<file path="src/rtl/pad_mux_pkg.sv">
// Shared types and constants for the pad multiplexing controller.
package pad_mux_pkg;

  typedef enum logic [1:0] {
    IDLE  = 2'd0,
    TURN  = 2'd1,
    APPLY = 2'd2
  } state_e;

  localparam int unsigned CFG_DIR_BIT   = 0;
  // Reset cfg value: direction bit set (input/tristate), all others clear.
  localparam int unsigned CFG_RESET_VAL = 1;
  localparam int unsigned CNT_W         = 4;

endpackage

</file>
<file path="src/rtl/pad_mux_slice.sv">
// Per-pad data path: selects the owning source's data/enable toward the pad,
// gates drive by direction and turnaround, and returns TO_CORE to the owner.
module pad_mux_slice
  import pad_mux_pkg::*;
#(
  parameter int unsigned NUM_SRC    = 4,
  parameter int unsigned CONF_WIDTH = 3,
  parameter int unsigned SRC_W      = 2
) (
  input  logic [SRC_W-1:0]      owner,
  input  logic [CONF_WIDTH-1:0] cfg_reg,
  input  logic                  turn,
  input  logic [NUM_SRC-1:0]    src_out,
  input  logic [NUM_SRC-1:0]    src_oe,
  input  logic                  pad_to_core,
  output logic [NUM_SRC-1:0]    src_in_c,
  output logic                  pad_from_core_c,
  output logic [CONF_WIDTH-1:0] pad_cfg_c
);

  logic owned;
  logic sel_out;
  logic sel_oe;
  logic drive;

  // Owner 0 means unowned: it selects nothing and never drives or receives.
  always_comb begin
    owned    = |owner;
    sel_out  = 1'b0;
    sel_oe   = 1'b0;
    src_in_c = '0;
    for (int unsigned s = 0; s < NUM_SRC; s++) begin
      if (owner == SRC_W'(s)) begin
        sel_out     = src_out[s];
        sel_oe      = src_oe[s];
        src_in_c[s] = pad_to_core & owned & ~turn;
      end
    end
    drive           = owned & sel_oe & ~cfg_reg[CFG_DIR_BIT] & ~turn;
    pad_from_core_c = drive & sel_out;
    pad_cfg_c       = cfg_reg;
    pad_cfg_c[CFG_DIR_BIT] = ~drive;
  end

endmodule

</file>
<file path="src/rtl/pad_mux_ctrl.sv">
// Pad ownership/config controller with forced-tristate turnaround on every change.
// Optional per-pad lock enabled by defining PAD_MUX_CTRL_LOCK_EN.
module pad_mux_ctrl
  import pad_mux_pkg::*;
#(
  parameter int unsigned NUM_PADS    = 8,
  parameter int unsigned NUM_SRC     = 4,
  parameter int unsigned CONF_WIDTH  = 3,
  parameter int unsigned TURN_CYCLES = 2
) (
  input  logic                             clk_in,
  input  logic                             reset_n_in,
  input  logic                             cfg_req,
  output logic                             cfg_gnt,
  input  logic [$clog2(NUM_PADS)-1:0]      cfg_pad,
  input  logic [$clog2(NUM_SRC)-1:0]       cfg_src,
  input  logic [CONF_WIDTH-1:0]            cfg_bits,
  output logic                             cfg_done,
  output logic                             cfg_err,
  output logic                             busy,
  input  logic [NUM_SRC*NUM_PADS-1:0]      src_out,
  input  logic [NUM_SRC*NUM_PADS-1:0]      src_oe,
  output logic [NUM_SRC*NUM_PADS-1:0]      src_in,
  output logic [NUM_PADS-1:0]              pad_from_core,
  input  logic [NUM_PADS-1:0]              pad_to_core,
  output logic [NUM_PADS*CONF_WIDTH-1:0]   pad_cfg
);

  localparam int unsigned PAD_W     = $clog2(NUM_PADS);
  localparam int unsigned SRC_W     = $clog2(NUM_SRC);
  localparam int unsigned PAD_RANGE = 1 << PAD_W;
  localparam int unsigned SRC_RANGE = 1 << SRC_W;
  // Index-validity masks avoid range compares that are constant at power-of-two sizes.
  localparam logic [PAD_RANGE-1:0] PAD_VALID = {PAD_RANGE{1'b1}} >> (PAD_RANGE - NUM_PADS);
  localparam logic [SRC_RANGE-1:0] SRC_VALID = {SRC_RANGE{1'b1}} >> (SRC_RANGE - NUM_SRC);

  state_e                state_q, state_d;
  logic [CNT_W-1:0]      cnt_q, cnt_d;
  logic [PAD_W-1:0]      lat_pad_q;
  logic [SRC_W-1:0]      lat_src_q;
  logic [CONF_WIDTH-1:0] lat_bits_q;
  logic                  lat_we_c;
  logic                  apply_c;
  logic                  done_d;
  logic                  err_d;
  logic                  req_ok_c;
  logic                  locked_c;

  logic [SRC_W-1:0]      owner_q [NUM_PADS];
  logic [CONF_WIDTH-1:0] cfg_q   [NUM_PADS];

`ifdef PAD_MUX_CTRL_LOCK_EN
  logic [PAD_RANGE-1:0] lock_q;

  assign locked_c = lock_q[cfg_pad];

  // Sticky lock, cleared only by reset.
  always_ff @(posedge clk_in) begin
    if (!reset_n_in) begin
      lock_q <= '0;
    end else if (apply_c && lat_bits_q[CONF_WIDTH-1]) begin
      lock_q[lat_pad_q] <= 1'b1;
    end
  end
`else
  assign locked_c = 1'b0;
`endif

  assign req_ok_c = PAD_VALID[cfg_pad] & SRC_VALID[cfg_src] & ~locked_c;

  // Next-state and pulse generation.
  always_comb begin
    state_d  = state_q;
    cnt_d    = cnt_q;
    lat_we_c = 1'b0;
    apply_c  = 1'b0;
    done_d   = 1'b0;
    err_d    = 1'b0;
    case (state_q)
      IDLE: begin
        if (cfg_req) begin
          if (!req_ok_c) begin
            err_d = 1'b1;
          end else begin
            lat_we_c = 1'b1;
            cnt_d    = CNT_W'(TURN_CYCLES - 1);
            state_d  = TURN;
          end
        end
      end
      TURN: begin
        if (cnt_q == '0) begin
          state_d = APPLY;
        end else begin
          cnt_d = cnt_q - CNT_W'(1);
        end
      end
      APPLY: begin
        apply_c = 1'b1;
        done_d  = 1'b1;
        state_d = IDLE;
      end
      default: state_d = IDLE;
    endcase
  end

  always_ff @(posedge clk_in) begin
    if (!reset_n_in) begin
      state_q    <= IDLE;
      cnt_q      <= '0;
      lat_pad_q  <= '0;
      lat_src_q  <= '0;
      lat_bits_q <= '0;
      cfg_gnt    <= 1'b1;
      busy       <= 1'b0;
      cfg_done   <= 1'b0;
      cfg_err    <= 1'b0;
    end else begin
      state_q  <= state_d;
      cnt_q    <= cnt_d;
      cfg_gnt  <= (state_d == IDLE);
      busy     <= (state_d != IDLE);
      cfg_done <= done_d;
      cfg_err  <= err_d;
      if (lat_we_c) begin
        lat_pad_q  <= cfg_pad;
        lat_src_q  <= cfg_src;
        lat_bits_q <= cfg_bits;
      end
    end
  end

  // Per-pad ownership and configuration, written only in APPLY.
  always_ff @(posedge clk_in) begin
    if (!reset_n_in) begin
      for (int unsigned p = 0; p < NUM_PADS; p++) begin
        owner_q[p] <= '0;
        cfg_q[p]   <= CONF_WIDTH'(CFG_RESET_VAL);
      end
    end else if (apply_c) begin
      for (int unsigned p = 0; p < NUM_PADS; p++) begin
        if (lat_pad_q == PAD_W'(p)) begin
          owner_q[p] <= lat_src_q;
          cfg_q[p]   <= lat_bits_q;
        end
      end
    end
  end

  for (genvar p = 0; p < NUM_PADS; p++) begin : g_pad
    logic [NUM_SRC-1:0] out_col;
    logic [NUM_SRC-1:0] oe_col;
    logic [NUM_SRC-1:0] in_col;
    logic               turn;

    for (genvar s = 0; s < NUM_SRC; s++) begin : g_src
      assign out_col[s]              = src_out[s*NUM_PADS+p];
      assign oe_col[s]               = src_oe[s*NUM_PADS+p];
      assign src_in[s*NUM_PADS+p]    = in_col[s];
    end

    // The latched pad stays tristate from acceptance through APPLY.
    assign turn = (state_q != IDLE) && (lat_pad_q == PAD_W'(p));

    pad_mux_slice #(
      .NUM_SRC    (NUM_SRC),
      .CONF_WIDTH (CONF_WIDTH),
      .SRC_W      (SRC_W)
    ) u_slice (
      .owner           (owner_q[p]),
      .cfg_reg         (cfg_q[p]),
      .turn            (turn),
      .src_out         (out_col),
      .src_oe          (oe_col),
      .pad_to_core     (pad_to_core[p]),
      .src_in_c        (in_col),
      .pad_from_core_c (pad_from_core[p]),
      .pad_cfg_c       (pad_cfg[p*CONF_WIDTH +: CONF_WIDTH])
    );
  end

endmodule

</file>
<file path="config.mk">
export PLATFORM = sky130hd
export DESIGN_NAME = pad_mux_ctrl
export DESIGN_NICKNAME = d
export VERILOG_FILES = /design/src/rtl/pad_mux_pkg.sv /design/src/rtl/pad_mux_slice.sv /design/src/rtl/pad_mux_ctrl.sv
export SDC_FILE = /design/constraint.sdc
export NUM_CORES = 1
export LEC_CHECK = 0
export ABC_CLOCK_PERIOD_IN_PS = 3400
export CAP_MARGIN = 30
export CORE_MARGIN = 4
export CORE_UTILIZATION = 46
export CTS_BUF_LIST = sky130_fd_sc_hd__clkbuf_4 sky130_fd_sc_hd__clkbuf_8 sky130_fd_sc_hd__clkbuf_16
export DETAILED_ROUTE_END_ITERATION = 10
export GPL_ROUTABILITY_DRIVEN = 0
export HOLD_SLACK_MARGIN = 0.02
export PLACE_DENSITY = 0.87
export REMOVE_ABC_BUFFERS = 1
export SLEW_MARGIN = 40
export SYNTH_ARGS = -nofsm -noshare
export SYNTH_HDL_FRONTEND = slang
export SYNTH_HIERARCHICAL = 1
export SYNTH_SLANG_ARGS = --single-unit
</file>
<file path="constraint.sdc">
create_clock -name clk_in -period 3.4 [get_ports clk_in]
set_clock_uncertainty 0.1 [all_clocks]
set_input_delay 0.68 -clock clk_in [delete_from_list [all_inputs] [get_ports clk_in]]
set_output_delay 0.68 -clock clk_in [all_outputs]
set_load 0.01 [all_outputs]
</file>
==> impl.org, run 1 <==
** Status
- Status :: finished, final reports clean

** Pwr
- Max rail drop VDD :: 0.0003086 V
- Switching Fraction :: 25.15%
- Power Density :: 372.5 nW/um2
- Cell internal power dissipation :: 1.323 mW
- Summed over all nets, the switching power comes to 444.5 uW.
- Clock share of power :: 33.5%
- Of the total power, registers draw 47.1%.
- Cell leakage power :: 1.787 nW
- Share of power burned in combinational logic :: 19.4%

** Cells and area
- Once layout is complete, the cells apart from fillers number 561.
- The number of antenna diodes in the final layout is 0.
- After the last flow step, the layout net total stands at 542.
- Footprint of the multi-input gates :: 1481 um2
- The area growth from synthesis to layout is 38.94%.
- Fraction of layout cells with a size suffix above 1 :: 8.225%
- Area used by sequential logic in the layout :: 1541 um2
- Number of inserted filler cells in the final layout :: 592

** Yosys
- After synthesis, the share of flip-flops with an asynchronous set or reset is 0%.
- Yosys printed 6 warnings.
- The commonest cells after synthesis are sky130_fd_sc_hd__edfxtp_1 (40), sky130_fd_sc_hd__nor2_1 (40), sky130_fd_sc_hd__nand2_1 (36).
- Synthesis inferred 57 register bits.
- Mean Syn Cell Area :: 9.649 um2
- Summing the sequential cell areas from Yosys gives 45.13% of the chip area.
- Gate count after technology mapping :: 354
- Yosys mapped the design onto 40 distinct sky130hd cell types.
- Proportion of netlist area held by the largest area contributor :: 35.16%
- sky130_fd_sc_hd__edfxtp_1 takes more of the synthesized area than any other cell.
- By area the synthesized netlist is led by sky130_fd_sc_hd__edfxtp_1 (35%), sky130_fd_sc_hd__dfxtp_1 (10%), sky130_fd_sc_hd__buf_4 (5.5%).
- Primary FF master, synth :: sky130_fd_sc_hd__edfxtp_1
- Synth Cell Area :: 3416 um2
- The synthesized design contains 40 enable-type register cells.

** Detailed routing
- DR vias :: 2,821
- In the routed design, unresolved DRC markers number 0.
- Final wirelength :: 8369 um
- Initial drt markers :: 146
- In the final routing, the length of wire on met1 measures 3310 um.
- In the routed layout, each cell is associated on average with a via count of 5.029.
- Detailed routing placed a total of 4276 um of wire on met2.
- Wirelength per Cell :: 14.92 um
- The detailed router used layers up to and including met4.
- The first detailed-routing pass took 4 iterations.
- Wire length on met3 :: 656 um
- Final antenna-violating net count :: 0

** Floorplanning
- Starting density of the core :: 47.09%
- The die is 94.17 um wide.
- Cell Rows :: 31
- Die outline area :: 8868 um2
- Number of primary I/O pins :: 151
- Height of the chip :: 94.17 um
- Placeable Area :: 7253 um2

** Clock tree
- TritonCTS clock tree :: built
- For this design, the CTS-stage hold fixing added 0 buffers.
- CTS sink cnt :: 57
- Buffers from clock root to sink, at most :: 2
- Clock tree synthesis inserted a total of 9 buffers.
- After clock tree synthesis, the clock-pin slew on the worst setup and hold paths is 0.06 ns.
- H-tree depth :: 3
- The number of gates resized after CTS was 0.
- Buffers inserted by post-CTS timing repair :: 0
- In this run the clock root is driven by a sky130_fd_sc_hd__clkbuf_8.
- Clock latency on the worst-skew pair :: 0.33 ns

** Global routing
- Initial antenna violation count :: 0
- First-pass GRT wire length :: 13,040 um
- The number of global-route vias before repair is 2,720.
- Largest net degree at the start of global routing :: 15
- Global routing finished with a remaining overflow of 0.
- Global routing used 19.08% of the available tracks.

** Hold path
- Class of the tightest hold or removal check :: reg2reg
- Worst hold stages :: 2

** STA
- Highest clock rate :: 316.4 MHz
- Slew Limit Fails :: 0
- At the pin with the least slew margin, the transition time is 0.7438 ns.
- Setup violations remaining at the end of the flow were counted as 0.
- Measured against its own limit, the worst slew margin works out to 49.89%.
- Total negative slack for setup checks :: 0 ns
- Setup repair after global routing left no endpoint under its margin.
- The count of final hold-check violations was 0.
- Fin crit share :: 92.95%
- For the finished layout, the period the worst path requires is 3.160 ns.

** Job
- Max-capacitance violation count :: 0

** Worst setup path
- Peak per-stage delay on the critical path :: 0.57 ns
- Worst Reg2Reg Path Length in Cells :: 4
- For the worst setup path, the data arrival time is 2.38 ns.
- The signal on the critical path passes through o21ai_1 -> nor3_1 -> or3_1 -> a211oi_2 -> clkdlybuf4s50_1.
- Type of element launching the critical path :: flop
- In this run the worst path has a maximum fanout of 9.
- STA puts the critical path data required time at 2.62 ns.
- On the critical path, the stage with the largest delay is an instance of sky130_fd_sc_hd__clkdlybuf4s50_1.
- Endpoint type of the worst setup path :: output port
- The worst setup path is of the reg2out kind.

** Placed design
- Once detailed placement completed, the half-perimeter wirelength came to 6638 um.
- The count of buffers added on input and output ports is 133.
- Instance count after placement with tap cells included :: 545
[power groups by stage]
stage / Combinational (mW) / Clock (mW) / Sequential, mW
2_1_floorplan: 0.158 / 0 / 0.843
3_3_place_gp: 0.329 / 0 / 0.842
3_5_place_dp: 0.339 / 0 / 0.845
4_1_cts: 0.343 / 0.597 / 0.831
5_1_grt: 0.371 / 0.627 / 0.838
6_report: 0.342 / 0.593 / 0.832
[worst paths after layout]
kind	start	end	slack, ns
min	lat_bits_q[1]	lat_bits_q[1]	0.36
max reg2reg	state_q[1]	cfg_q[1][3]	1.53
max	state_q[0]	pad_from_core[2]	0.24
min reg2reg	lat_bits_q[1]	lat_bits_q[1]	0.36
[critical path: cells and delay by family, from the launching register on]
family | cells | cell delay (ns)
buffers and inverters | 1 | 0.57
flip-flops | 1 | 0.42
AO/OA/AOI/OAI | 2 | 0.51
AND/OR/NAND/NOR | 2 | 0.55
[metal layers]
metal  up-vias  track usage, %
li1       1395               -
met3        10           4.006
met5         -               0
met2       114           33.98
met4         0           8.183
met1      1302           21.96
[registers in the layout (all words and copies together) (netlist names)]
register / cells
busy: 1
state_q: 2
cnt_q: 4
lat_src_q: 2
lat_bits_q: 3
cfg_gnt: 1
lat_pad_q: 3
cfg_q: 24
owner_q: 16
cfg_done: 1
[cells by family after synthesis]
family	Yosys count	share of synthesized area, %
and+or+nand+nor	152	24.18
buffers and inverters	61	11.50
DFF	57	45.13
AOI/OAI and AO/OA	47	9.561
muxes	26	7.912
other	9	0.9889
adders and majority gates	2	0.7325
[stage by stage]
step | hold WS, ns | util, % | worst slack (ns) | power [mW] | area, um2
after floorplan | 0.3366 | - | 1.155 | 1.001 | 3090
after global placement | 0.3455 | 62.88 | 0.3513 | 1.171 | 4561
after detailed placement | 0.3510 | 62.88 | 0.3260 | 1.184 | 4561
after CTS | 0.3594 | 65.43 | 0.07527 | 1.771 | 4746
after global routing | 0.3867 | 65.43 | 0.1020 | 1.837 | 4746
final | 0.3628 | 65.43 | 0.2398 | 1.768 | 4746
[final cells by class]
class                      count  share of cell area, %
sequential                    57                  32.48
multi-input combinational    236                  31.22
timing repair buffer         135                  28.37
clock buffer                  11                  2.926
tap                           99                  2.610
inverter                      18                  1.424
clock inverter                 5                 0.9755
[cells in the final DEF (no fill, tap or decap), types with 3 or more instances in the layout]
master                            count
sky130_fd_sc_hd__nor2_1              40
sky130_fd_sc_hd__conb_1               9
sky130_fd_sc_hd__a21oi_1             17
sky130_fd_sc_hd__or3_1               12
sky130_fd_sc_hd__nor3_1               4
sky130_fd_sc_hd__a211oi_2             8
sky130_fd_sc_hd__dfxtp_1             17
sky130_fd_sc_hd__nor2b_1              9
sky130_fd_sc_hd__a21o_1               8
sky130_fd_sc_hd__clkinv_1             3
sky130_fd_sc_hd__or2_1                5
sky130_fd_sc_hd__nand3b_1             8
sky130_fd_sc_hd__and3_1              17
sky130_fd_sc_hd__inv_1               18
sky130_fd_sc_hd__edfxtp_1            40
sky130_fd_sc_hd__nand2_1             36
sky130_fd_sc_hd__o21ai_1              9
sky130_fd_sc_hd__clkdlybuf4s50_1    133
sky130_fd_sc_hd__mux2i_1             18
sky130_fd_sc_hd__mux2_2               8
sky130_fd_sc_hd__nand3_1              4
sky130_fd_sc_hd__clkbuf_8             9
Power figures use the tool's default switching activity.
==> run 2, diff against run 1 <==
GPL_ROUTABILITY_DRIVEN = default   (was 0)
==> results of run 2 <==
Same layout as run 1: the final DEF is identical, and so are final timing and power.
==> run 3, diff against run 2 <==
CELL_PAD_IN_SITES_DETAIL_PLACEMENT = 0   (was default)
CELL_PAD_IN_SITES_GLOBAL_PLACEMENT = 2   (was default)
CORE_UTILIZATION = 26   (was 46)
PLACE_DENSITY = 0.86   (was 0.87)
==> run 3 against run 2 <==
  * Register-to-register slack got worse by 0.07 ns
  * Sequential share of layout area decreased by 1.3 points
  * Clock-buffer cell count increased by 1
  * Final area increased by 4.2%
  * Flip-flop and latch count unchanged
  * Critical path type unchanged
  * Largest power group is now the clock network
==> impl.org, run 3 (synthesized netlist as in run 1, its figures left out) <==
** Cells and area
- For this run, the post-layout net count is 542.
- Layout Utilization :: 38.86%
- Leading cell type in the layout, fill and taps excluded :: sky130_fd_sc_hd__clkdlybuf4s50_1
- Ant. Diodes :: 0
- The register with the most flip-flops in the layout has 24 of them.
- Relative to the synthesized area, the layout overhead comes to 44.73%.
- Register name with the most flops :: cfg_q
- Commonest non-fill, non-tap cells in the layout :: sky130_fd_sc_hd__clkdlybuf4s50_1 (133), sky130_fd_sc_hd__nor2_1 (40), sky130_fd_sc_hd__edfxtp_1 (40), sky130_fd_sc_hd__nand2_1 (36)
- Counting the fill cells in the layout gives 1,332.
- Fraction of layout cells with a size suffix above 1 :: 8.658%
- In the final layout, the registers with the most flip-flops are cfg_q x24, owner_q x16, cnt_q x4.
- Final cell count without fillers :: 634

** Pwr
- Summed over all nets, the switching power comes to 474.8 uW.
- Dividing total power by cell area gives a power density of 412.3 nW/um2.
- Sequential cell fraction of total power :: 40.9%
- Clock share of power :: 42.5%
- Cell internal power dissipation :: 1.563 mW
- Cell leakage power :: 1.839 nW
- Switching Fraction :: 23.30%
- IR analysis of the VDD net gives a maximum drop of 0.0002148 V.
- Of the total power, combinational logic draws 16.7%.
- Total power for the finished layout comes to 2.038 mW.

** Clock tree
- At the later pin of the worst-skew pair, clock insertion delay measures 0.32 ns.
- TritonCTS clock tree :: built
- After clock tree synthesis, the clock-pin slew on the worst setup and hold paths is 0.05 ns.
- CTS root buf :: sky130_fd_sc_hd__clkbuf_16
- Clock tree synthesis inserted a total of 9 buffers.
- Number of buffers added to fix hold violations after cts :: 0
- CTS sink cnt :: 57
- Buffers from clock root to sink, at most :: 2
- The H-tree was split into 3 levels.

** Job
- Max-capacitance violation count :: 0

** Floorplanning
- Die outline area :: 15,040 um2
- The floorplan has 41 rows.
- Number of primary I/O pins :: 151
- Placeable Area :: 12,720 um2
- The initial utilization of the core area, before any placement, comes to 26.85%.
- In this run the horizontal extent of the chip is 122.6 um.
- The floorplan step set the die height to 122.6 um.

** Worst setup path
- Worst Path Max Fanout :: 9
- R2r startpoint :: state_q[1]
- Crit Reg-Reg Endpoint :: cfg_q[1][5]
- The slowest stage of the critical path belongs to the cell sky130_fd_sc_hd__clkdlybuf4s50_1.
- Peak per-stage delay on the critical path :: 0.57 ns
- STA classifies the critical path startpoint as a flop.
- Worst-case register-to-register setup slack :: 1.46 ns
- The critical path crosses 5 cells after its start point.
- Tracing the worst setup path back leads to its startpoint at state_q[0].
- The kind of cell with the highest combined delay along the critical path is buffers and inverters.
- Walking the worst path, the cells encountered are o21bai_1 -> nor2_1 -> or3_1 -> a211oi_2 -> clkdlybuf4s50_1.
- Counting both buffers and inverters, the worst setup path holds a total of 1.
- Capture point of the worst path :: pad_from_core[1]
- STA puts the critical path data required time at 2.62 ns.
- Worst Reg2Reg Path Length in Cells :: 4
- Kind of critical path :: reg2out
- The worst setup path is captured at an output port.
- Data arrives at the worst endpoint at 2.37 ns.

** Detailed routing
- Initial drt markers :: 97
- Final antenna-violating net count :: 0
- Dividing the detail-routed wire length by the instance count gives 13.90 um.
- The final route contains 2,785 vias.
- Final wirelength :: 8815 um
- Average via count per standard cell :: 4.393
- For this run, the detailed router's first-pass iteration total came to 4.
- For this run, design rule violations remaining after detail routing come to 0.

** STA
- Fin crit share :: 92.50%
- Final setup violation count :: 0
- Max_slew headroom :: 50.30%
- Period minus WS final :: 3.145 ns
- Total negative slack for setup checks :: 0 ns
- Static timing analysis puts the maximum clock frequency at 318.0 MHz.
- RSZ-0062 raised after global routing :: false
- Final hold analysis gives a worst-case slack of 0.3574 ns.
- Total count of hold-check failures in the final report :: 0
- The max-slew violation count came to 0.
- At the pin with the least slew margin, the transition time is 0.7377 ns.

** Global routing
- For this run, the total global-route usage over all layers was measured as 11.50%.
- Via count of the first global-routing pass :: 2,680
- Entering global routing, the biggest net connects 15 pins.
- Total congestion overflow :: 0
- The number of antenna violations at the first check in global routing came to 0.
- First-pass GRT wire length :: 13,430 um

** Placed design
- Count of input and output buffers :: 133
- The congestion estimate from routability-driven global placement came to 0.7945.
- Detailed placement finished with a half-perimeter wire length of 7029 um.
- Counting tap cells, the placed design contains a total of 618 instances.

** Hold path
- The min-delay analysis places its worst path in the category reg2reg.

** Status
- Status :: finished, final reports clean
## run 3: how the worst min path moves through the flow
| stage | startpoint | end | slack (ns) | depth (start not counted) |
|---|---|---|---|---|
| 2_1_floorplan | lat_bits_q[1] | lat_bits_q[1] | 0.34 | 2 |
| 3_3_place_gp | lat_bits_q[1] | lat_bits_q[1] | 0.34 | 2 |
| 3_5_place_dp | lat_src_q[0] | lat_src_q[0] | 0.35 | 2 |
| 4_1_cts | lat_src_q[0] | lat_src_q[0] | 0.35 | 2 |
| 5_1_grt | lat_bits_q[1] | lat_bits_q[1] | 0.38 | 2 |
| 6_report | lat_src_q[0] | lat_src_q[0] | 0.36 | 2 |
## run 3: routing by layer
layer	vias to the layer above	track usage [%]	wire length (um)
met5	-	0	0
li1	1395	-	-
met4	0	3.569	112
met2	104	19.51	4289
met3	12	3.456	718
met1	1274	14.03	3695
## run 3: repair_timing
action	CTS	global route
setup endpoints to repair	0	6
setup buffers	0	0
gates resized for setup	0	1
## run 3: worst min-delay path, stage by stage (launching register included)
cell and delay [ns]:
sky130_fd_sc_hd__dfxtp_1 0.30, sky130_fd_sc_hd__nand2_1 0.05, sky130_fd_sc_hd__a21oi_1 0.05
## run 3: power groups by stage
stage	clock network (mW)	registers (mW)	logic, mW
2_1_floorplan	0	0.843	0.158
3_3_place_gp	0	0.844	0.338
3_5_place_dp	0	0.846	0.342
4_1_cts	0.884	0.833	0.344
5_1_grt	0.918	0.842	0.374
6_report	0.866	0.833	0.339
## run 3: through the flow
| step | setup WS, ns | instance area [um2] |
|---|---|---|
| 6_report | 0.2549 | 4943 |
| 5_1_grt | 0.03886 | 4943 |
| 4_1_cts | 0.05432 | 4943 |
| 3_5_place_dp | 0.3158 | 4652 |
| 3_3_place_gp | 0.3364 | 4652 |
| 2_1_floorplan | 1.155 | 3090 |
## run 3: final cells by class
| type | instances | area (um2) | area share, % |
|---|---|---|---|
| clock inverter | 4 | 43.79 | 0.8859 |
| sequential | 57 | 1541 | 31.18 |
| inverter | 18 | 67.56 | 1.367 |
| timing repair buffer | 135 | 1346 | 27.23 |
| multi-input combinational | 236 | 1481 | 29.97 |
| tap | 172 | 215.2 | 4.353 |
| clock buffer | 12 | 247.7 | 5.011 |
